[src/rtl/sync_fifo_ext.sv]
// sync_fifo_ext: parametrised single-clock FIFO with selectable
// first-word-fall-through or registered read, a fill-level count,
// programmable almost-full/almost-empty thresholds, sticky
// overflow/underflow flags and a synchronous flush.
`timescale 1ns/1ps

module sync_fifo_ext #(
  parameter int fifo_elements = 8,   // depth, power of 2, >= 2
  parameter int no_bits       = 32,  // data width
  parameter int FWFT          = 0,   // 0: registered read, 1: fall-through
  parameter int AF_LEVEL      = 6,   // almost_full when count >= AF_LEVEL
  parameter int AE_LEVEL      = 2    // almost_empty when count <= AE_LEVEL
) (
  input  logic                             clk,
  input  logic                             reset,
  input  logic                             cs,
  input  logic                             wr_en,
  input  logic                             rd_en,
  input  logic                             flush,
  input  logic [no_bits-1:0]               d_in,
  output logic [no_bits-1:0]               d_out,
  output logic                             rd_valid,
  output logic                             empty,
  output logic                             full,
  output logic                             almost_empty,
  output logic                             almost_full,
  output logic [$clog2(fifo_elements):0]   count,
  output logic                             overflow,
  output logic                             underflow
);

  localparam int AW = $clog2(fifo_elements);
  localparam int CW = AW + 1;

  localparam logic [CW-1:0] ONE    = CW'(1);
  localparam logic [CW-1:0] DEPTH  = CW'(fifo_elements);
  localparam logic [CW-1:0] AF_THR = CW'(AF_LEVEL);
  localparam logic [CW-1:0] AE_THR = CW'(AE_LEVEL);

  // Pointers carry an extra wrap bit above the storage address.
  logic [CW-1:0]      wr_ptr;
  logic [CW-1:0]      rd_ptr;
  logic [CW-1:0]      count_q;
  logic [no_bits-1:0] mem [fifo_elements];

  logic clear;
  logic rd_ok;
  logic wr_ok;
  logic [AW-1:0] rd_addr;
  logic [AW-1:0] wr_addr;

  assign rd_addr = rd_ptr[AW-1:0];
  assign wr_addr = wr_ptr[AW-1:0];

  // Status flags are decoded from the registered count only.
  assign empty        = (count_q == '0);
  assign full         = (count_q == DEPTH);
  assign almost_empty = (count_q <= AE_THR);
  assign almost_full  = (count_q >= AF_THR);
  assign count        = count_q;

  // Reset clears regardless of chip select; flush only when selected.
  assign clear = reset | (cs & flush);

  // A pop into an empty FIFO is refused; a push into a full FIFO is
  // allowed only when a pop frees a slot in the same cycle.
  assign rd_ok = cs & rd_en & ~empty;
  assign wr_ok = cs & wr_en & (~full | rd_ok);

  // Pointer and occupancy bookkeeping.
  // NOTE: sequential state uses non-blocking (<=) so every register
  // samples the pre-edge values, independent of statement order.
  always_ff @(posedge clk) begin
    if (clear) begin
      wr_ptr  <= '0;
      rd_ptr  <= '0;
      count_q <= '0;
    end else begin
      if (wr_ok) wr_ptr <= wr_ptr + ONE;
      if (rd_ok) rd_ptr <= rd_ptr + ONE;
      if (wr_ok && !rd_ok)      count_q <= count_q + ONE;
      else if (rd_ok && !wr_ok) count_q <= count_q - ONE;
    end
  end

  // Sticky error flags, cleared only by reset or flush.
  always_ff @(posedge clk) begin
    if (clear) begin
      overflow  <= 1'b0;
      underflow <= 1'b0;
    end else begin
      if (cs && wr_en && !wr_ok) overflow  <= 1'b1;
      if (cs && rd_en && empty)  underflow <= 1'b1;
    end
  end

  // Storage write; a push coinciding with flush or reset is dropped.
  // NOTE: the data array has no reset -- the pointers and count define
  // which words are valid, so clearing it would only cost logic and
  // prevent mapping onto RAM.
  always_ff @(posedge clk) begin
    if (wr_ok && !clear) mem[wr_addr] <= d_in;
  end

  generate
    if (FWFT == 0) begin : g_reg_read
      logic [no_bits-1:0] dout_q;
      logic               rv_q;

      // Registered read: load the head word on an accepted pop.
      always_ff @(posedge clk) begin
        if (clear) begin
          dout_q <= '0;
          rv_q   <= 1'b0;
        end else begin
          rv_q <= rd_ok;
          if (rd_ok) dout_q <= mem[rd_addr];
        end
      end

      assign d_out    = dout_q;
      assign rd_valid = rv_q;
    end else begin : g_fwft_read
      // Fall-through: head word visible while not empty, zero otherwise.
      // NOTE: d_out gets its default before the condition so every path
      // assigns it and no latch is inferred.
      always_comb begin
        d_out = '0;
        if (!empty) d_out = mem[rd_addr];
      end

      assign rd_valid = ~empty;
    end
  endgenerate

  // The occupancy register must always match the pointer distance.
  a_count_matches_ptrs : assert property (
    @(posedge clk) disable iff (reset) count_q == CW'(wr_ptr - rd_ptr)
  );

endmodule

[config.mk]
export PLATFORM = sky130hd
export DESIGN_NAME = sync_fifo_ext
export DESIGN_NICKNAME = d
export VERILOG_FILES = /design/src/rtl/sync_fifo_ext.sv
export SDC_FILE = /design/constraint.sdc
export NUM_CORES = 1
export LEC_CHECK = 0
export CAP_MARGIN = 20
export CORE_ASPECT_RATIO = 0.7
export CORE_MARGIN = 5
export CORE_UTILIZATION = 60
export CTS_BUF_LIST = sky130_fd_sc_hd__clkbuf_2
export CTS_CLUSTER_DIAMETER = 60
export CTS_CLUSTER_SIZE = 40
export DETAILED_ROUTE_END_ITERATION = 10
export PLACE_DENSITY = 0.86
export RECOVER_POWER = 25
export SYNTH_ARGS = -nofsm -noshare
export SYNTH_HDL_FRONTEND = slang
export SYNTH_SLANG_ARGS = --single-unit
[constraint.sdc]
create_clock -name clk -period 4.6 [get_ports clk]
set_input_delay 1.15 -clock clk [delete_from_list [all_inputs] [get_ports clk]]
set_output_delay 1.15 -clock clk [all_outputs]
set_load 0.1 [all_outputs]
# == After elaboration in Yosys (flattened, before gate mapping) ==
# Memories as Yosys holds them, arrays and structs flattened. A register that Yosys moved wholly into a read port is not among the register bits.
# Cells that the tools add are included.
# Widths: inputs -> output; s select.
# op_classes
bitwise,9
n_addsub,4
order_cmp,2
reduce_logical,12
mux,4
eq_ne,1
# op_table
operator,count
$add 4x1->4 const B,3
$mux 4,2
$logic_and 1x1->1,7
$and 1x1->1,5
$eq 4x4->1 const B,1
$ge 4x3->1 const B,1
$le 4x2->1 const B,1
$logic_not 4->1,1
$sub 4x1->4 const B,1
$logic_not 1->1,3
$mux 1,2
$not 1->1,2
$or 1x1->1,2
$reduce_bool 2->1,1
# word_totals
mem_count,1
register_bits,15
output_inout_bits,43
ramBits,256
# mem_list
name,depth,word_bits,rd,rd_ports_with_merged_regs,write_ports,line_no,rtl
mem,8,32,1,1,1,44,logic [no_bits-1:0] mem [fifo_elements];

# == Logic depth before layout (Yosys ltp) ==
# depth
word_depth,9
depth_mapped,10
depth_no_buf,9

# == Worst setup path before layout ==
# No wires, ideal clock.
# synth_path
path_type,register to register
from,"register count_q[0], in the netlist count[0]"
to,"memory mem[1][0], enable pin"
stages_incl_launch_ff,6
arrival_time_ps,3978
synth_period_minus_slack_ps,4439
required_time_ps,4139
path_buffers,1
setup_slack_ps,161
cell_sequence,dfxtp_1 or4b_1 o211a_1 buf_2 nand3_1 nor3_1
# synth_via
elab_chain_len,8
# synth_lines
item,line_no,rtl
"start, declared",43,logic [CW-1:0] count_q;
"start signal, assigned",81,if (wr_ok && !rd_ok) count_q <= count_q + ONE;
"start signal, assigned",82,else if (rd_ok && !wr_ok) count_q <= count_q - ONE;
$logic_not 4->1,56,assign empty = (count_q == '0);
$not 1->1,67,assign rd_ok = cs & rd_en & ~empty;
$and 1x1->1,67,
$or 1x1->1 (*),68,assign wr_ok = cs & wr_en & (~full | rd_ok);
$and 1x1->1 (*),68,
named net wr_ok,48,logic wr_ok;
$logic_and 1x1->1 (*),102,if (wr_ok && !clear) mem[wr_addr] <= d_in;
$mux 1 (*),102,
$mux 1 (not written as such) (*),102,
"end, declared",44,
# The timed path passes the listed nets; every way through them passes the cells marked *.

# == Worst setup path in the final report ==
# layout_path
from,"register count_q[1], in the netlist count[1]"
to,output port almost_empty
# layout_via
elab_chain_len,1
# layout_lines
item,line_no,rtl
$le 4x2->1,58,assign almost_empty = (count_q <= AE_THR);
"end, declared",25,"output logic almost_empty,"
# No other way between the ends.

==> reports/results.md <==
| Step | Quantity | Reported |
| --- | --- | --- |
| outcome | Result of the run | finished, final reports clean |
| finish | Final standard cell utilization of the core | 0.6778 |
| finish | Layout Area Growth over Synthesis | 12.15% |
| hold path | Min-delay worst type | reg2reg |
| placed design | PortBufs | 80 |
| placed design | Pre-CTS setup slack | 0.9483 ns |
| clocking | TritonCTS Sinks | 301 |
| clocking | Clock root buffer master | clkbuf_2 |
| global routing | Initial antenna violation count | 0 |
| synth | Syn Std Cell Area | 0.01131 mm2 |
| synth | Register bit total from synthesis | 301 |
| synth | Cell type with the highest aggregate area in the netlist | edfxtp_1 |
| route | Via count of the routed design | 5,547 |
| placed design | Routability cong. | 0.7231 |
| sta | Number of hold violations in the final report | 0 |
| pwr | Worst supply voltage drop on vdd | 0.0003274 V |
| sta | Tightest Pin Transition | 1.077 ns |
| setup path | Type of the setup path with the least slack | reg2out |
| clocking | Number of levels the H-tree was split into | 1 |
| floorplanning | Core box area | 0.01871 mm2 |
| synth | Most frequently used cell type in the post-synthesis netlist | edfxtp_1 |
| synth | Number of synthesis warnings | 0 |
| synth | Post-synth top area share | 0.6799 |
| clocking | Clock Latency Late Sink | 0.94 ns |
| floorplanning | Num ports | 81 |
| pwr | Leak pwr | 4.025 nW |
| clocking | Clock slew at the register clock pins of the worst setup and hold paths | 0.46 ns |
| run | Max cap viols | 0 |
| finish | Proportion of layout cells with a drive suffix above 1 | 0.2305 |
| route | DRC | 0 |
| synth | Post-synthesis instance total | 563 |
| global routing | Global-route wire length before repair | 34.30 mm |
| finish | Non-filler instance count after layout | 897 |
| synth | Most used DFF post-synth | edfxtp_1 |
| route | Residual antenna-violating net count after detailed routing | 0 |
| global routing | Via count of the first global-routing pass | 5,868 |
| synth | Post-Syn Area per Cell | 20.08 um2 |
| sta | Period utilization | 0.8532 |
| synth | Seq/Total Area, Yosys | 0.7596 |
| setup path | Largest fanout on the critical path | 8 |
| clocking | Total of cells resized after clock tree synthesis | 0 |
| synth | Largest cells by area after synthesis | edfxtp_1 (68%), mux4_2 (13%), dfxtp_1 (8.0%) |
| global routing | Pin count of the biggest net entering global routing | 44 |
| sta | Crit path time final | 3.925 ns |
| synth | Commonest cells in the synthesized netlist | edfxtp_1 (256), nand2_1 (68), mux4_2 (64) |
| global routing | Total global routing track utilization | 0.2035 |
| placed design | Inst Count DP | 871 |
| synth | Number of flops mapped to enable cells by yosys | 256 |
| finish | Number of antenna repair diodes | 0 |
| floorplanning | Die height | 124.9 um |
| route | Starting DRC count in detailed routing | 523 |
| floorplanning | Core Rows | 42 |
| placed design | HPWL reported at the end of detailed placement | 13.24 mm |
| synth | Post-synthesis async set-or-reset flop share | 0 |
| sta | Unrepaired setup endpoints after global routing | false |
| finish | Number of inserted filler cells in the final layout | 1,178 |
| synth | Post-synthesis cell type count | 35 |
| clocking | Post-CTS Setup Inserts | 0 |
| clocking | Inserted Clock Buffers | 15 |
| global routing | Overall overflow remaining after global route | 0 |
| synth | Post-synthesis net count | 607 |
| pwr | Total power consumption of the routed design | 4.552 mW |
| pwr | Power density over the cells | 359.0 mW/mm2 |
| sta | Post-route clock skew | 0.1304 ns |
| setup path | Element type at the critical path start | flip-flop |
| clocking | Worst-case clock buffer depth | 3 |
| sta | Final critical-path setup slack | 0.6752 ns |
| route | Post-detailed-route via-to-cell ratio | 6.184 |
| clocking | Clock tree from TritonCTS | built |
| setup path | WP data required | 3.45 ns |
| setup path | Sort of element at the end of the critical path | output port |
| finish | Number of nets at the end of the flow | 691 |
| setup path | CP Data Arrival Time | 2.77 ns |
| floorplanning | Initial cell density of the core | 0.6043 |
| route | Count of TritonRoute iterations in the first routing pass | 4 |
| clocking | CTS Hold Bufs | 0 |
| route | Drt wl/cell | 24.16 um |
| sta | Headroom to the max-slew limit | 0.2803 |
| sta | Fin Setup TNS | 0 ns |
| route | Drt total wl | 21.67 mm |
| sta | Maximum achievable frequency | 254.8 MHz |
| floorplanning | Horizontal die dimension | 174.1 um |
| sta | Total setup violations reported at the end of the flow | 0 |
| floorplanning | Area enclosed by the die boundary | 0.02173 mm2 |
| sta | Final Max Tran Viols | 0 |
## power by group
part           total, mW  switching (mW)  internal (mW)  leakage [nW]
registers           3.02          0.0285           2.99          2.67
clock network       1.03           0.846          0.185         0.133
logic              0.501           0.337          0.163          1.22
total               4.55            1.21           3.34          4.02
## metrics by stage
step / instance area [um2] / hold slack [ns]
2_1_floorplan: 11310 / 0.4864
3_3_place_gp: 12440 / 0.4256
3_5_place_dp: 12440 / 0.4282
4_1_cts: 12660 / 0.4486
5_1_grt: 12680 / 0.4719
6_report: 12680 / 0.4454
## flip-flops by register name, indices dropped and copies added (netlist names)
signal,cells
underflow,1
count,4
rd_ptr,3
d_out,32
wr_ptr,3
mem,256
rd_valid,1
overflow,1
## cell usage in the layout (no fill, tap or decap), types with 4 or more instances in the layout
master,instances
nand2_1,68
clkdlybuf4s50_1,56
clkbuf_2,15
inv_8,4
a21oi_1,5
dfxtp_1,43
nor2_1,16
a22oi_2,30
dlygate4sd3_1,22
mux4_2,64
ha_1,5
edfxtp_1,256
buf_4,15
nor2_4,6
## logic make-up (layout without fill, tap and decap cells)
| group | Yosys count | count (layout) | synth area share |
|---|---|---|---|
| compound gates | 47 | 47 | 0.04349 |
| xor+xnor | 5 | 5 | 0.003874 |
| mux | 67 | 67 | 0.1301 |
| simple gates | 105 | 105 | 0.03896 |
| buf+inv | 32 | 124 | 0.01660 |
| flops | 301 | 301 | 0.7596 |
| fa+ha+maj | 6 | 6 | 0.007304 |
## final timing paths
check | start | endpoint | slack (ns) | cells after the start
worst max-delay path | count[1] | almost_empty | 0.68 | 2
worst min-delay path | d_out[25] | d_out[25] | 0.45 | 2
worst min register to register | d_out[25] | d_out[25] | 0.45 | 2
worst max register to register | count[1] | count[3] | 1.81 | 9
## cell type report
class	instances	area (um2)	share of cell area
tap	242	302.8	0.02388
sequential	301	8593	0.6777
clock inverter	10	148.9	0.01174
inverter	3	11.26	0.0008881
clock buffer	15	75.07	0.005921
timing repair buffer	96	953.4	0.07519
multi-input combinational	230	2595	0.2047
## worst max-delay path: stages, from the launching register on
cell	delay, ns
dfxtp_1	0.50
a211oi_1	0.28
clkdlybuf4s50_1	1.17
## metal layers
layer / up-vias / track usage / routed length [um]
met1: 2911 / 0.3052 / 9397
met3: 24 / 0.03155 / 1383
met4: 0 / 0.03443 / 299
met5: - / 0 / 0
li1: 2404 / - / -
met2: 208 / 0.3295 / 10590
(Power assumes the default switching activity.)
